## src/rtl/multicycle_ctrl.sv

```systemverilog
// Main control FSM for a multicycle MIPS-subset datapath (shared ALU, single memory).
// Moore decode of state, with memory wait states, global stall, illegal-opcode flag and retire counter.
module multicycle_ctrl #(
  parameter int unsigned CNT_W = 32
) (
  input  logic             clk,
  input  logic             rst,
  input  logic             en,
  input  logic             mem_ready,
  input  logic [5:0]       op,
  output logic             pc_write,
  output logic             pc_write_cond,
  output logic             iord,
  output logic             mem_read,
  output logic             mem_write,
  output logic             ir_write,
  output logic             mem_to_reg,
  output logic             reg_dst,
  output logic             reg_write,
  output logic             alu_src_a,
  output logic [1:0]       alu_src_b,
  output logic [1:0]       alu_op,
  output logic [1:0]       pc_src,
  output logic [3:0]       state,
  output logic             illegal,
  output logic [CNT_W-1:0] instr_count
);

  typedef enum logic [3:0] {
    FETCH  = 4'd0,
    DECODE = 4'd1,
    MEMADR = 4'd2,
    MEMRD  = 4'd3,
    MEMWB  = 4'd4,
    MEMWR  = 4'd5,
    EXEC   = 4'd6,
    ALUWB  = 4'd7,
    BRANCH = 4'd8,
    JUMP   = 4'd9,
    ADDIEX = 4'd10,
    ADDIWB = 4'd11
  } state_t;

  localparam logic [5:0] OP_R    = 6'b000000;
  localparam logic [5:0] OP_LW   = 6'b100011;
  localparam logic [5:0] OP_SW   = 6'b101011;
  localparam logic [5:0] OP_BEQ  = 6'b000100;
  localparam logic [5:0] OP_J    = 6'b000010;
  localparam logic [5:0] OP_ADDI = 6'b001000;

  state_t           r_state;
  state_t           w_next;
  logic             w_retire;
  logic             w_bad_op;
  logic             r_illegal;
  logic [CNT_W-1:0] r_count;

  // State, sticky illegal flag and retire counter all freeze while en=0.
  always_ff @(posedge clk) begin
    if (rst) begin
      r_state   <= FETCH;
      r_illegal <= 1'b0;
      r_count   <= '0;
    end else if (en) begin
      r_state <= w_next;
      if (w_bad_op) r_illegal <= 1'b1;
      if (w_retire) r_count <= r_count + CNT_W'(1);
    end
  end

  always_comb begin
    w_next   = r_state;
    w_retire = 1'b0;
    w_bad_op = 1'b0;
    case (r_state)
      FETCH:  if (mem_ready) w_next = DECODE;
      DECODE: begin
        case (op)
          OP_LW, OP_SW: w_next = MEMADR;
          OP_R:         w_next = EXEC;
          OP_BEQ:       w_next = BRANCH;
          OP_J:         w_next = JUMP;
          OP_ADDI:      w_next = ADDIEX;
          default: begin
            w_next   = FETCH;
            w_bad_op = 1'b1;
          end
        endcase
      end
      MEMADR: w_next = (op == OP_SW) ? MEMWR : MEMRD;
      MEMRD:  if (mem_ready) w_next = MEMWB;
      MEMWR: begin
        if (mem_ready) begin
          w_next   = FETCH;
          w_retire = 1'b1;
        end
      end
      MEMWB, ALUWB, BRANCH, JUMP, ADDIWB: begin
        w_next   = FETCH;
        w_retire = 1'b1;
      end
      EXEC:    w_next = ALUWB;
      ADDIEX:  w_next = ADDIWB;
      default: w_next = FETCH;
    endcase
  end

  always_comb begin
    pc_write      = 1'b0;
    pc_write_cond = 1'b0;
    iord          = 1'b0;
    mem_read      = 1'b0;
    mem_write     = 1'b0;
    ir_write      = 1'b0;
    mem_to_reg    = 1'b0;
    reg_dst       = 1'b0;
    reg_write     = 1'b0;
    alu_src_a     = 1'b0;
    alu_src_b     = 2'b00;
    alu_op        = 2'b00;
    pc_src        = 2'b00;
    case (r_state)
      FETCH: begin
        mem_read  = 1'b1;
        ir_write  = mem_ready;
        alu_src_b = 2'b01;
        pc_write  = mem_ready;
      end
      DECODE: alu_src_b = 2'b11;
      MEMADR, ADDIEX: begin
        alu_src_a = 1'b1;
        alu_src_b = 2'b10;
      end
      MEMRD: begin
        mem_read = 1'b1;
        iord     = 1'b1;
      end
      MEMWB: begin
        reg_write  = 1'b1;
        mem_to_reg = 1'b1;
      end
      MEMWR: begin
        mem_write = 1'b1;
        iord      = 1'b1;
      end
      EXEC: begin
        alu_src_a = 1'b1;
        alu_op    = 2'b10;
      end
      ALUWB: begin
        reg_write = 1'b1;
        reg_dst   = 1'b1;
      end
      BRANCH: begin
        alu_src_a     = 1'b1;
        alu_op        = 2'b01;
        pc_write_cond = 1'b1;
        pc_src        = 2'b01;
      end
      JUMP: begin
        pc_write = 1'b1;
        pc_src   = 2'b10;
      end
      ADDIWB:  reg_write = 1'b1;
      default: ;
    endcase
    // Stall suppresses only the write strobes; reset then clears everything.
    if (!en) begin
      pc_write      = 1'b0;
      pc_write_cond = 1'b0;
      ir_write      = 1'b0;
      mem_write     = 1'b0;
      reg_write     = 1'b0;
    end
    if (rst) begin
      pc_write      = 1'b0;
      pc_write_cond = 1'b0;
      iord          = 1'b0;
      mem_read      = 1'b0;
      mem_write     = 1'b0;
      ir_write      = 1'b0;
      mem_to_reg    = 1'b0;
      reg_dst       = 1'b0;
      reg_write     = 1'b0;
      alu_src_a     = 1'b0;
      alu_src_b     = 2'b00;
      alu_op        = 2'b00;
      pc_src        = 2'b00;
    end
  end

  assign state       = r_state;
  assign illegal     = r_illegal;
  assign instr_count = r_count;

endmodule

```

## config.mk

```make
export PLATFORM = sky130hd
export DESIGN_NAME = multicycle_ctrl
export DESIGN_NICKNAME = d
export VERILOG_FILES = /design/src/rtl/multicycle_ctrl.sv
export SDC_FILE = /design/constraint.sdc
export NUM_CORES = 1
export LEC_CHECK = 0
export ABC_AREA = 0
export BUFFER_PORTS_ARGS = -buffer_cell sky130_fd_sc_hd__buf_2
export CAP_MARGIN = 20
export CORE_UTILIZATION = 48
export DETAILED_ROUTE_END_ITERATION = 16
export PLACE_DENSITY = 0.75
export SLEW_MARGIN = 10
export SYNTH_ARGS = -nofsm -noshare
export SYNTH_HDL_FRONTEND = slang
export SYNTH_SLANG_ARGS = --single-unit
```

## constraint.sdc

```tcl
create_clock -name clk -period 3.52 [get_ports clk]
set_clock_uncertainty 0.2 [all_clocks]
set_input_delay 0.352 -clock clk [delete_from_list [all_inputs] [get_ports clk]]
set_output_delay 0.352 -clock clk [all_outputs]
set_load 0.02 [all_outputs]
```

==> results.md, run 1 <==
* Cells after Synth at 280
* CTS Buffer Depth at 2
* Number of synthesized flops with an enable pin at 0
* Synthesized Nets at 291
* Reg-to-Reg Start: state[0]
* Post-synth top cells: nor2_1 (41), dfxtp_1 (37), nand2_1 (21), nor4_1 (19), xnor2_1 (16)
* CTS root buf: clkbuf_8
* Synthesis Warnings at 0
* Total number of vias at 2173
* Row count at 24
* Die X at a little under 70 µm
* Critical path class: register to register
* RSZ-0062 raised after global routing: no
* Vias in the first global route at slightly below 2000
* Pleak at around 0.0011 µW
* H-tree levels at 2
* Layout cell share with drive strength beyond 1 at 0.249
* Hold wc startpoint: en
* Fin nets at around 350
* Die Span Y at 69.2 µm
* Post-synthesis sequential area ratio at 0.342
* Highest Clock Rate at around 340 MHz
* Most used flip-flop cell after synthesis: dfxtp_1
* First-pass GRT wire length at roughly 8600 µm
* Vias/cell at between 5 and 6
* Worst skew pair latency at 290 ps
* Post-synth top area cell: dfxtp_1
* Flop-to-flop setup slack at about 600 ps
* Minimum clock period at 2900 ps
* Ports at 63
* Reg-to-Reg End: instr_count[21]
* TritonCTS buffer count at 5
* R2R depth at 5
* Hold_buf cts at 0
* DRT antenna net count at 0
* Crit path DAT at 2930 ps
* # fillers at 417
* Post-synthesis cell area at 0.00217 mm²
* CTS tree: built
* Wire per inst at 12.7 µm
* DRC viols at 0
* Diodes inserted at 0
* Gr ovfl total at 0
* Postcts setup bufs at 0
* DR WL met3 at approximately 270 µm
* Final wirelength at 4950 µm
* Peak VDD IR at approximately 0.15 mV
* Synth async-reset ratio at 0
* Min-Delay Path Class: primary input to register
* Status: finished clean
* HPWL after DPL at between 3000 and 4000 µm
* Post-layout util at 0.599
* Most numerous cell in the Yosys netlist: nor2_1
* CP startpoint: state[0]
* Req. time, crit path at 3540 ps
* Port Buf Inserts at between 60 and 70
* Area share of the largest cell type after synthesis at 0.342
* Clk sinks at 37
* Drt first-iter violations at roughly 180
* DRT Pass-1 Iters at 5
* Maxcap violations at 0
* Cell depth of the worst hold path at 3
* Tcrit/Tclk final at 0.825
* Worst setup SP type: register
* Seq cells post-synth at 37
* Gr usage total at 0.216
* Die Outline Area at between 0.004 and 0.005 mm²
* Core area at between 0.004 and 0.005 mm²
* Worst Max-Slew Pin Slew at about 820 ps
* DRT met1 WL at about 2400 µm
* Netlist cell types at 46
* CP Max Fanout at 22
* Clock transition at path regs at 70 ps
* Syn Area/Cell at around 7.7 µm²
* Post-cts resize count at 0
* Initial antenna violation count at 0
* Rel. slew slack at 0.447
* Initial core utilization at 0.497
* Area delta synth->final at 20.5%
* Routed wl met2 at between 2000 and 2500 µm
* Endpoints failing setup at 0
* Final hold violations at 0
* Ranking of synthesized cells by area: dfxtp_1 (34%), nor2_1 (7.1%), xnor2_1 (6.5%)
* Setup_tns at 0 ps
* Hold path endpoint: state[3]
* Highest routed metal layer: met4
* Slew Viols, Final at 0
* Crit end category: register
* Largest net degree at the start of global routing at 31
* Final RePlAce weighted congestion at ~0.93
* Pwr per Cell Area at roughly 340 mW/mm²
==> cell families after synthesis <==
logic type / share of synthesized area
AOI/OAI and AO/OA: 0.0959
xor gates and xnor gates: 0.0890
adders and majority gates: 0.0104
buffers and inverters: 0.0445
DFF: 0.342
muxes: 0.0306
and+or+nand+nor: 0.388
==> area by class of cell <==
type                       instances  area, µm²  share of cell area
timing repair buffer              65        333               0.128
tap                               52       65.1              0.0249
clock inverter                     1       30.0              0.0115
sequential                        37        741               0.284
inverter                           7       26.3              0.0101
multi-input combinational        220       1330               0.509
clock buffer                       7       86.3              0.0331
==> how the worst max path moves through the flow <==
stage / end / slack [ps]
floorplan: pc_write_cond / 1020
CTS: instr_count[21] / 630
global placement: instr_count[21] / 690
detailed placement: instr_count[27] / 650
global route: instr_count[31] / 420
finish: instr_count[21] / 620
==> state kept, by name, summed over array words and instances, names as in the netlist <==
register	flops
illegal	1
state	4
instr_count	32
==> critical path, cell delays in order, from the launching register on <==
cell	delay, ps
dfxtp_1	650
nor2b_1	230
or4_4	730
or4_1	570
or3_1	310
a21oi_1	140
==> routing by layer <==
layer / vias to the layer above / track usage
li1: 1120 / -
met1: 969 / 0.294
met5: - / 0
met3: 5 / 0.0465
met4: 0 / 0.0680
met2: 79 / 0.339
==> power by group <==
part / internal, µW / switching (µW) / leakage (µW)
sequential: 422 / 10.2 / 0.000298
clock: 231 / 144 / 0.0000585
combinational: 30.6 / 55.3 / 0.000708
==> cell usage in the layout (no fill, tap or decap), drive strengths merged, types with 2 or more instances in the layout <==
cell type  count
or3            9
nor2b          6
buf           65
mux2           5
a21oi         12
nor3b          2
nand2         21
nand2b         4
dfxtp         37
nand3         14
xor2           6
xnor2         16
a31o           2
clkbuf         7
o31ai          2
o21ai          9
and4           2
inv            7
nand4          9
nor4          20
nor2          41
or4            4
nor3          15
and3           3
==> through the flow <==
step	instance area, µm²	cells	total power (µW)	hold WS, ps	setup WS, ps
floorplan	2170	280	502	334	1020
global placement	2490	381	526	257	690
detailed placement	2490	381	527	282	652
CTS	2610	389	899	203	630
global route	2610	389	931	222	420
finish	2610	389	893	208	616
No activity file was read; power rests on OpenSTA's default activity.
==> run 2: changes to the inputs <==
--- a/config.mk
+++ b/config.mk
@@ -5,12 +5,12 @@
 export SDC_FILE = /design/constraint.sdc
 export NUM_CORES = 1
 export LEC_CHECK = 0
-export ABC_AREA = 0
+export ABC_AREA = 1
 export BUFFER_PORTS_ARGS = -buffer_cell sky130_fd_sc_hd__buf_2
 export CAP_MARGIN = 20
 export CORE_UTILIZATION = 48
 export DETAILED_ROUTE_END_ITERATION = 16
-export PLACE_DENSITY = 0.75
+export PLACE_DENSITY = 0.73
 export SLEW_MARGIN = 10
 export SYNTH_ARGS = -nofsm -noshare
 export SYNTH_HDL_FRONTEND = slang
==> constraint.sdc (replaced) <==
create_clock -name clk -period 2.8 [get_ports clk]
set_clock_uncertainty 0.2 [all_clocks]
set_input_delay 0.28 -clock clk [delete_from_list [all_inputs] [get_ports clk]]
set_output_delay 0.28 -clock clk [all_outputs]
set_load 0.02 [all_outputs]
==> run 2 against run 1 <==
Non-clock buffer count fell by 2. Combinational power fell by 15%. Sequential share of layout area fell by 4.0 points. Final cell count rose by 53%. Clock-buffer cell count did not move. First-iteration DRC count fell by 13%. Core utilization fell by 1.2 points. Register-to-register slack improved by 90 ps. Largest power group unchanged.
==> results.md, run 2 <==
* Area share of the largest cell type after synthesis at 0.283 (-0.0592)
* Most frequent CP cell: nor2_1
* Final hold violations at 0 (unchanged)
* CTS Buffer Depth at 2 (unchanged)
* H-tree levels at 2 (unchanged)
* Critical path class: register to output port
* Port Buf Inserts at 62 (unchanged)
* Crit path DAT at 1710 ps (-1220 ps)
* Postcts setup bufs at 0 (unchanged)
* Post-cts resize count at 0 (unchanged)
* Die Span Y at 75.9 µm (+9.7%)
* Layout cell share with drive strength beyond 1 at 0.150 (-0.0988)
* Max incr delay on CP at 370 ps (-360 ps)
* CP Max Fanout at 6 (-73%)
* First-pass GRT wire length at 10900 µm (+26%)
* Worst hold margin at 153 ps (-54.9 ps)
* Seq cells post-synth at 37 (unchanged)
* Initial core utilization at 0.506 (+0.00888)
* Clock transition at path regs at 80 ps (about the same)
* Area of the multi-input gates at 0.00164 mm² (+23%)
* Crit end category: output port
* Reg-to-Reg Start: state[2]
* WP depth at 6 (+1)
* CTS tree: built
* CP Cell Sequence: nor2_1 > inv_1 > nor2_1 > a21oi_1 > nor2_1 > buf_2
* Post-layout util at 0.588 (-0.0116)
* Pwr per Cell Area at 324 mW/mm² (-5.3%)
* Final wirelength at 6780 µm (+37%)
* Worst skew pair latency at 290 ps (about the same)
* Peak VDD IR at 0.190 mV (+30%)
* Fin nets at 536 (+54%)
* DRT Pass-1 Iters at 4 (-1)
* Most used flip-flop cell after synthesis: dfxtp_1
* Highest Clock Rate at around 460 MHz
* Core area at 0.00517 mm² (+19%)
* Minimum clock period at ~2200 ps
* Tcrit/Tclk final at 0.781
* Largest net degree at the start of global routing at 43 (+39%)
* Pleak at 0.00131 µW (+23%)
* CTS root buf: clkbuf_8
* Commonest non-fill, non-tap cells in the layout: nand2_1 (186), nor2_1 (76), buf_2 (62)
* Netlist cell types at 27 (-41%)
* RSZ-0062 raised after global routing: no
* Design Power at 985 µW (+10%)
* Clk sinks at 37 (unchanged)
* Hold_buf cts at 0 (unchanged)
* Row count at 26 (+8.3%)
* Ranking of synthesized cells by area: dfxtp_1 (28%), nand2_1 (27%), nor2_1 (11%)
* Crit path max-delay family: simple AND/OR/NAND/NOR gates
* Post-synthesis cell area at 0.00262 mm² (+21%)
* Max reg flops at 32 (unchanged)
* Cells after Synth at 468 (+67%)
* Worst setup SP type: register
* Req. time, crit path at 2320 ps (-1220 ps)
* Drt first-iter violations at 156 (-13%)
* Gr ovfl total at 0 (unchanged)
* HPWL after DPL at 5190 µm (+44%)
* Total number of vias at 2977 (+37%)
* Cell depth of the worst hold path at 4 (+1)
* Diodes inserted at 0 (unchanged)
* Setup_tns at 0 ps (unchanged)
* Post-synth top area cell: dfxtp_1
* Post-synth top cells: nand2_1 (186), nor2_1 (76), inv_1 (40), a21oi_1 (38), dfxtp_1 (37)
* Hold wc startpoint: rst
* Number of synthesized flops with an enable pin at 0 (unchanged)
* Initial antenna violation count at 0 (unchanged)
* Synthesis Warnings at 0 (unchanged)
* Most numerous cell in the Yosys netlist: nand2_1
* DRC viols at 0 (unchanged)
* Critical-path top delay cell: dfxtp_1
* DRT antenna net count at 0 (unchanged)
* CP startpoint: state[3]
* Status: finished clean
* Vias/cell at 5.00 (-10%)
* Synth async-reset ratio at 0 (unchanged)
* Worst Max-Slew Pin Slew at 456 ps (-366 ps)
* Wire per inst at 11.4 µm (-10%)
* Final RePlAce weighted congestion at 0.937 (+1.3%)
* Commonest non-fill, non-tap cell in the layout: nand2_1
* Synthesized Nets at 479 (+65%)
* Maxcap violations at 0 (unchanged)
* TritonCTS buffer count at 5 (unchanged)
* Storage element area at 741 µm² (unchanged)
* # fillers at 548 (+31%)
* Rel. slew slack at 0.696 (+0.249)
* Ports at 63 (unchanged)
* Min-Delay Path Class: primary input to register
* Die X at 75.9 µm (+9.7%)
* R2R depth at 8 (+3)
* Post-synthesis sequential area ratio at 0.283 (-0.0592)
* Endpoints failing setup at 0 (unchanged)
* Gr usage total at 0.246 (+0.0303)
* Area delta synth->final at 16.1%
* Syn Area/Cell at 5.60 µm² (-28%)
* Die Outline Area at 0.00576 mm² (+20%)
* Vias in the first global route at 2446 (+27%)
* Slew Viols, Final at 0 (unchanged)
* Crit path buf inv count at 2 (+2)
[run 2: changes by cell type after synthesis, sizes merged, moves of 14 or more]
| cell | before | now |
|---|---|---|
| nand2 | 21 | 188 |
| nand3 | 14 | 28 |
| inv | 7 | 45 |
| nor4 | 20 | 1 |
| nor2 | 41 | 78 |
| a21oi | 12 | 38 |
[run 2: worst paths after layout]
check | slack (ps) | endpoint
worst max-delay path | 610 | alu_src_b[1]
worst min-delay path | 150 | instr_count[18]
worst max register to register | 710 | instr_count[23]
worst min register to register | 260 | illegal
[run 2: logic make-up (layout without fill, tap and decap cells)]
family,Yosys count,after routing,synth area share
compound gates,51,51,0.0994
simple gates,308,308,0.477
flops,37,37,0.283
xor+xnor,13,13,0.0435
fa+ha+maj,1,1,0.00478
buf+inv,58,115,0.0922
[run 2: cell type report]
type / count / share of cell area
timing repair buffer: 63 / 0.105
tap: 70 / 0.0288
inverter: 45 / 0.0564
clock buffer: 7 / 0.0284
multi-input combinational: 373 / 0.538
sequential: 37 / 0.244
[run 2: metrics by stage]
step | area (µm²) | cells | setup WS [ps]
after global placement | 2950 | 588 | 802
final | 3040 | 595 | 614
after detailed placement | 2950 | 588 | 735
after global routing | 3040 | 595 | 433
after CTS | 3040 | 595 | 617
after floorplan | 2620 | 468 | 988
[run 2: worst reg2reg max path, stage by stage (launching register included)]
cell and delay, ps:
dfxtp_1 410, inv_2 80, nor2_1 210, nand3_1 170
nand3_4 150, nand2_4 220, inv_4 330, nand2_1 120
a21oi_1 140
[run 2: layer usage]
metal	up-vias	global-route usage	wire length [µm]
met3	10	0.0437	335
li1	1578	-	-
met5	-	0	0
met1	1313	0.325	3250
met2	76	0.415	3110
met4	0	0.0556	78
[run 2: where the power goes]
group	switching (µW)	internal, µW	total (µW)
Combinational	50.8	21.7	72.6
Clock	185	195	381
Sequential	3.81	528	532
Total	240	745	985
==> run 3: changes to the inputs <==
--- a/config.mk
+++ b/config.mk
@@ -10,7 +10,7 @@
 export CAP_MARGIN = 20
 export CORE_UTILIZATION = 48
 export DETAILED_ROUTE_END_ITERATION = 16
-export PLACE_DENSITY = 0.73
+export PLACE_DENSITY = 0.76
 export SLEW_MARGIN = 10
 export SYNTH_ARGS = -nofsm -noshare
 export SYNTH_HDL_FRONTEND = slang
==> constraint.sdc (replaced) <==
create_clock -name clk -period 1.9 [get_ports clk]
set_clock_uncertainty 0.2 [all_clocks]
set_input_delay 0.19 -clock clk [delete_from_list [all_inputs] [get_ports clk]]
set_output_delay 0.19 -clock clk [all_outputs]
set_load 0.02 [all_outputs]
==> run 3 against run 2 <==
Worst hold slack got worse by 57 ps. Critical path depth unchanged. Final cell count increased by 2.7%. Core utilization increased by 3.0 points. Sequential share of layout area decreased by 1.1 points. Global-route usage increased by 2.6 points. First-iteration DRC count increased by 35%. Combinational power increased by 56%. Register-to-register slack got worse by 580 ps.
==> results.md, run 3 (synthesis results as in run 2) <==
* Status: finished clean
* Postcts setup bufs at 0 (unchanged)
* Flop-to-flop setup slack at 130 ps (-580 ps)
* Min-Delay Path Class: primary input to register
* Hold_buf cts at 0 (unchanged)
* CTS root buf: clkbuf_8
* Initial antenna violation count at 0 (unchanged)
* Endpoints failing setup at 0 (unchanged)
* Hold wc startpoint: en
* Minimum clock period at roughly 1800 ps
* Max reg flops at 32 (unchanged)
* Total number of vias at 3112 (+4.5%)
* Reg-to-Reg End: instr_count[1]
* Area delta synth->final at 22.0%
* Commonest non-fill, non-tap cells in the layout: nand2_1 (185), nor2_1 (66), buf_2 (62)
* Initial core utilization at 0.506 (unchanged)
* Ports at 63 (unchanged)
* Final RePlAce weighted congestion at 0.959 (+2.3%)
* Commonest non-fill, non-tap cell in the layout: nand2_1
* R2R depth at 8 (unchanged)
* Diodes inserted at 0 (unchanged)
* Clk sinks at 37 (unchanged)
* Post-layout util at 0.618 (+0.0298)
* # fillers at 527 (-3.8%)
* Gr ovfl total at 0 (unchanged)
* Setup ws final at 107 ps (-507 ps)
* Finished Cell Area at 0.00319 mm² (+5.1%)
* Fraction of power consumed by combinational cells at 0.080 (+0.006)
* Die Span Y at 75.9 µm (unchanged)
* Maxcap violations at 0 (unchanged)
* Sequential share of power at 0.554 (+0.014)
* Switching power at 359 µW (+50%)
* Internal Power at 1060 µW (+42%)
* Fin nets at 553 (+3.2%)
* Sw Ratio at 0.254 (+0.0103)
* Worst Max-Slew Pin Slew at 357 ps (-99.0 ps)
* Clock power frac at 0.366 (-0.020)
* CTS tree: built
* Req. time, crit path at 1510 ps (-810 ps)
* Final hold violations at 0 (unchanged)
* CTS Buffer Depth at 2 (unchanged)
* Pleak at 0.00139 µW (+5.9%)
* Die Outline Area at 0.00576 mm² (unchanged)
* Layout cell share with drive strength beyond 1 at 0.207 (+0.0565)
* Vias in the first global route at 2582 (+5.6%)
* DRT Pass-1 Iters at 5 (+1)
* Vias/cell at 5.09 (+1.8%)
* Crit path DAT at 1400 ps (-310 ps)
* Cell area after placement at 0.00308 mm² (+4.3%)
* CP Max Fanout at 6 (unchanged)
* Gr usage total at 0.272 (+0.0262)
* Post-cts resize count at 3 (+3)
* Clock transition at path regs at 70 ps (about the same)
* Place WS at -33.0 ps (-768 ps)
* Worst skew pair latency at 290 ps (about the same)
* Rel. slew slack at 0.761 (+0.0651)
* H-tree levels at 2 (unchanged)
* Slew Viols, Final at 0 (unchanged)
* Wire per inst at 12.2 µm (+6.7%)
* Reg-to-Reg Start: state[0]
* DRT antenna net count at 0 (unchanged)
* Peak VDD IR at 0.271 mV (+43%)
* Critical path class: register to output port
* First-pass GRT wire length at 11700 µm (+8.0%)
* Crit end category: output port
* Port Buf Inserts at 62 (unchanged)
* Hold path endpoint: illegal
* DRC viols at 0 (unchanged)
* TritonCTS buffer count at 5 (unchanged)
* Highest Clock Rate at around 560 MHz
* Worst setup SP type: register
* HPWL after DPL at 5750 µm (+11%)
* Tcrit/Tclk final at 0.944
* Row count at 26 (unchanged)
* Die X at 75.9 µm (unchanged)
* Largest net degree at the start of global routing at 29 (-33%)
* Cell depth of the worst hold path at 3 (-1)
* Drt first-iter violations at 210 (+35%)
* Final wirelength at 7430 µm (+9.5%)
* Core area at 0.00517 mm² (unchanged)
* Pwr per Cell Area at 443 mW/mm² (+37%)
run 3: cell types whose count changed in the layout (fill, tap and decap cells not counted), sizes merged:
cell	delta
clkbuf	-2
buf	+17
clkinv	+1
run 3: worst max path at each step:
stage / startpoint / endpoint / slack, ps / depth (start not counted)
after floorplan: state[2] / instr_count[1] / 160 / 8
after global placement: state[2] / instr_count[23] / 30 / 8
after detailed placement: state[2] / instr_count[9] / -30 / 8
after CTS: state[3] / alu_src_b[1] / 7 / 6
after global routing: instr_count[4] / instr_count[31] / -10 / 8
final: state[3] / alu_src_b[1] / 110 / 6
run 3: per-layer routing:
| layer | vias to the layer above | global-route usage | share of wire |
|---|---|---|---|
| li1 | 1617 | - | - |
| met1 | 1381 | 0.357 | 0.47 |
| met2 | 99 | 0.444 | 0.46 |
| met3 | 15 | 0.0582 | 0.055 |
| met4 | 0 | 0.0844 | 0.018 |
| met5 | - | 0 | 0 |
run 3: power groups by stage:
stage	clock (µW)	combinational, µW	sequential, µW
after floorplan	0	68.5	806
after global placement	0	112	802
after detailed placement	0	113	802
after CTS	528	114	784
after global routing	556	127	785
final	518	113	784
run 3: stage by stage:
stage | total power, µW | TNS, ps | std cells | hold slack (ps)
after floorplan | 874 | 0 | 468 | 291
after global placement | 914 | 0 | 605 | 240
after detailed placement | 915 | -33.0 | 605 | 248
after CTS | 1430 | 0 | 611 | 96.5
after global routing | 1470 | -9.96 | 611 | 115
final | 1420 | 0 | 611 | 96.1
run 3: critical path, cell delays in order (launching register included):
cell     delay [ps]
dfxtp_2         360
nor2_2          180
inv_1            90
nor2_1          180
a21oi_1          60
nor2_1           80
buf_2           160
run 3: layout make-up:
cell class,instances,area [µm²],area share
clock inverters,1,5.00,0.00157
repair buffers,80,445,0.139
multi-input cells,373,1670,0.522
clock buffers,5,68.8,0.0215
well taps,70,87.6,0.0274
flip-flops and latches,37,744,0.233
inverters,45,176,0.0552
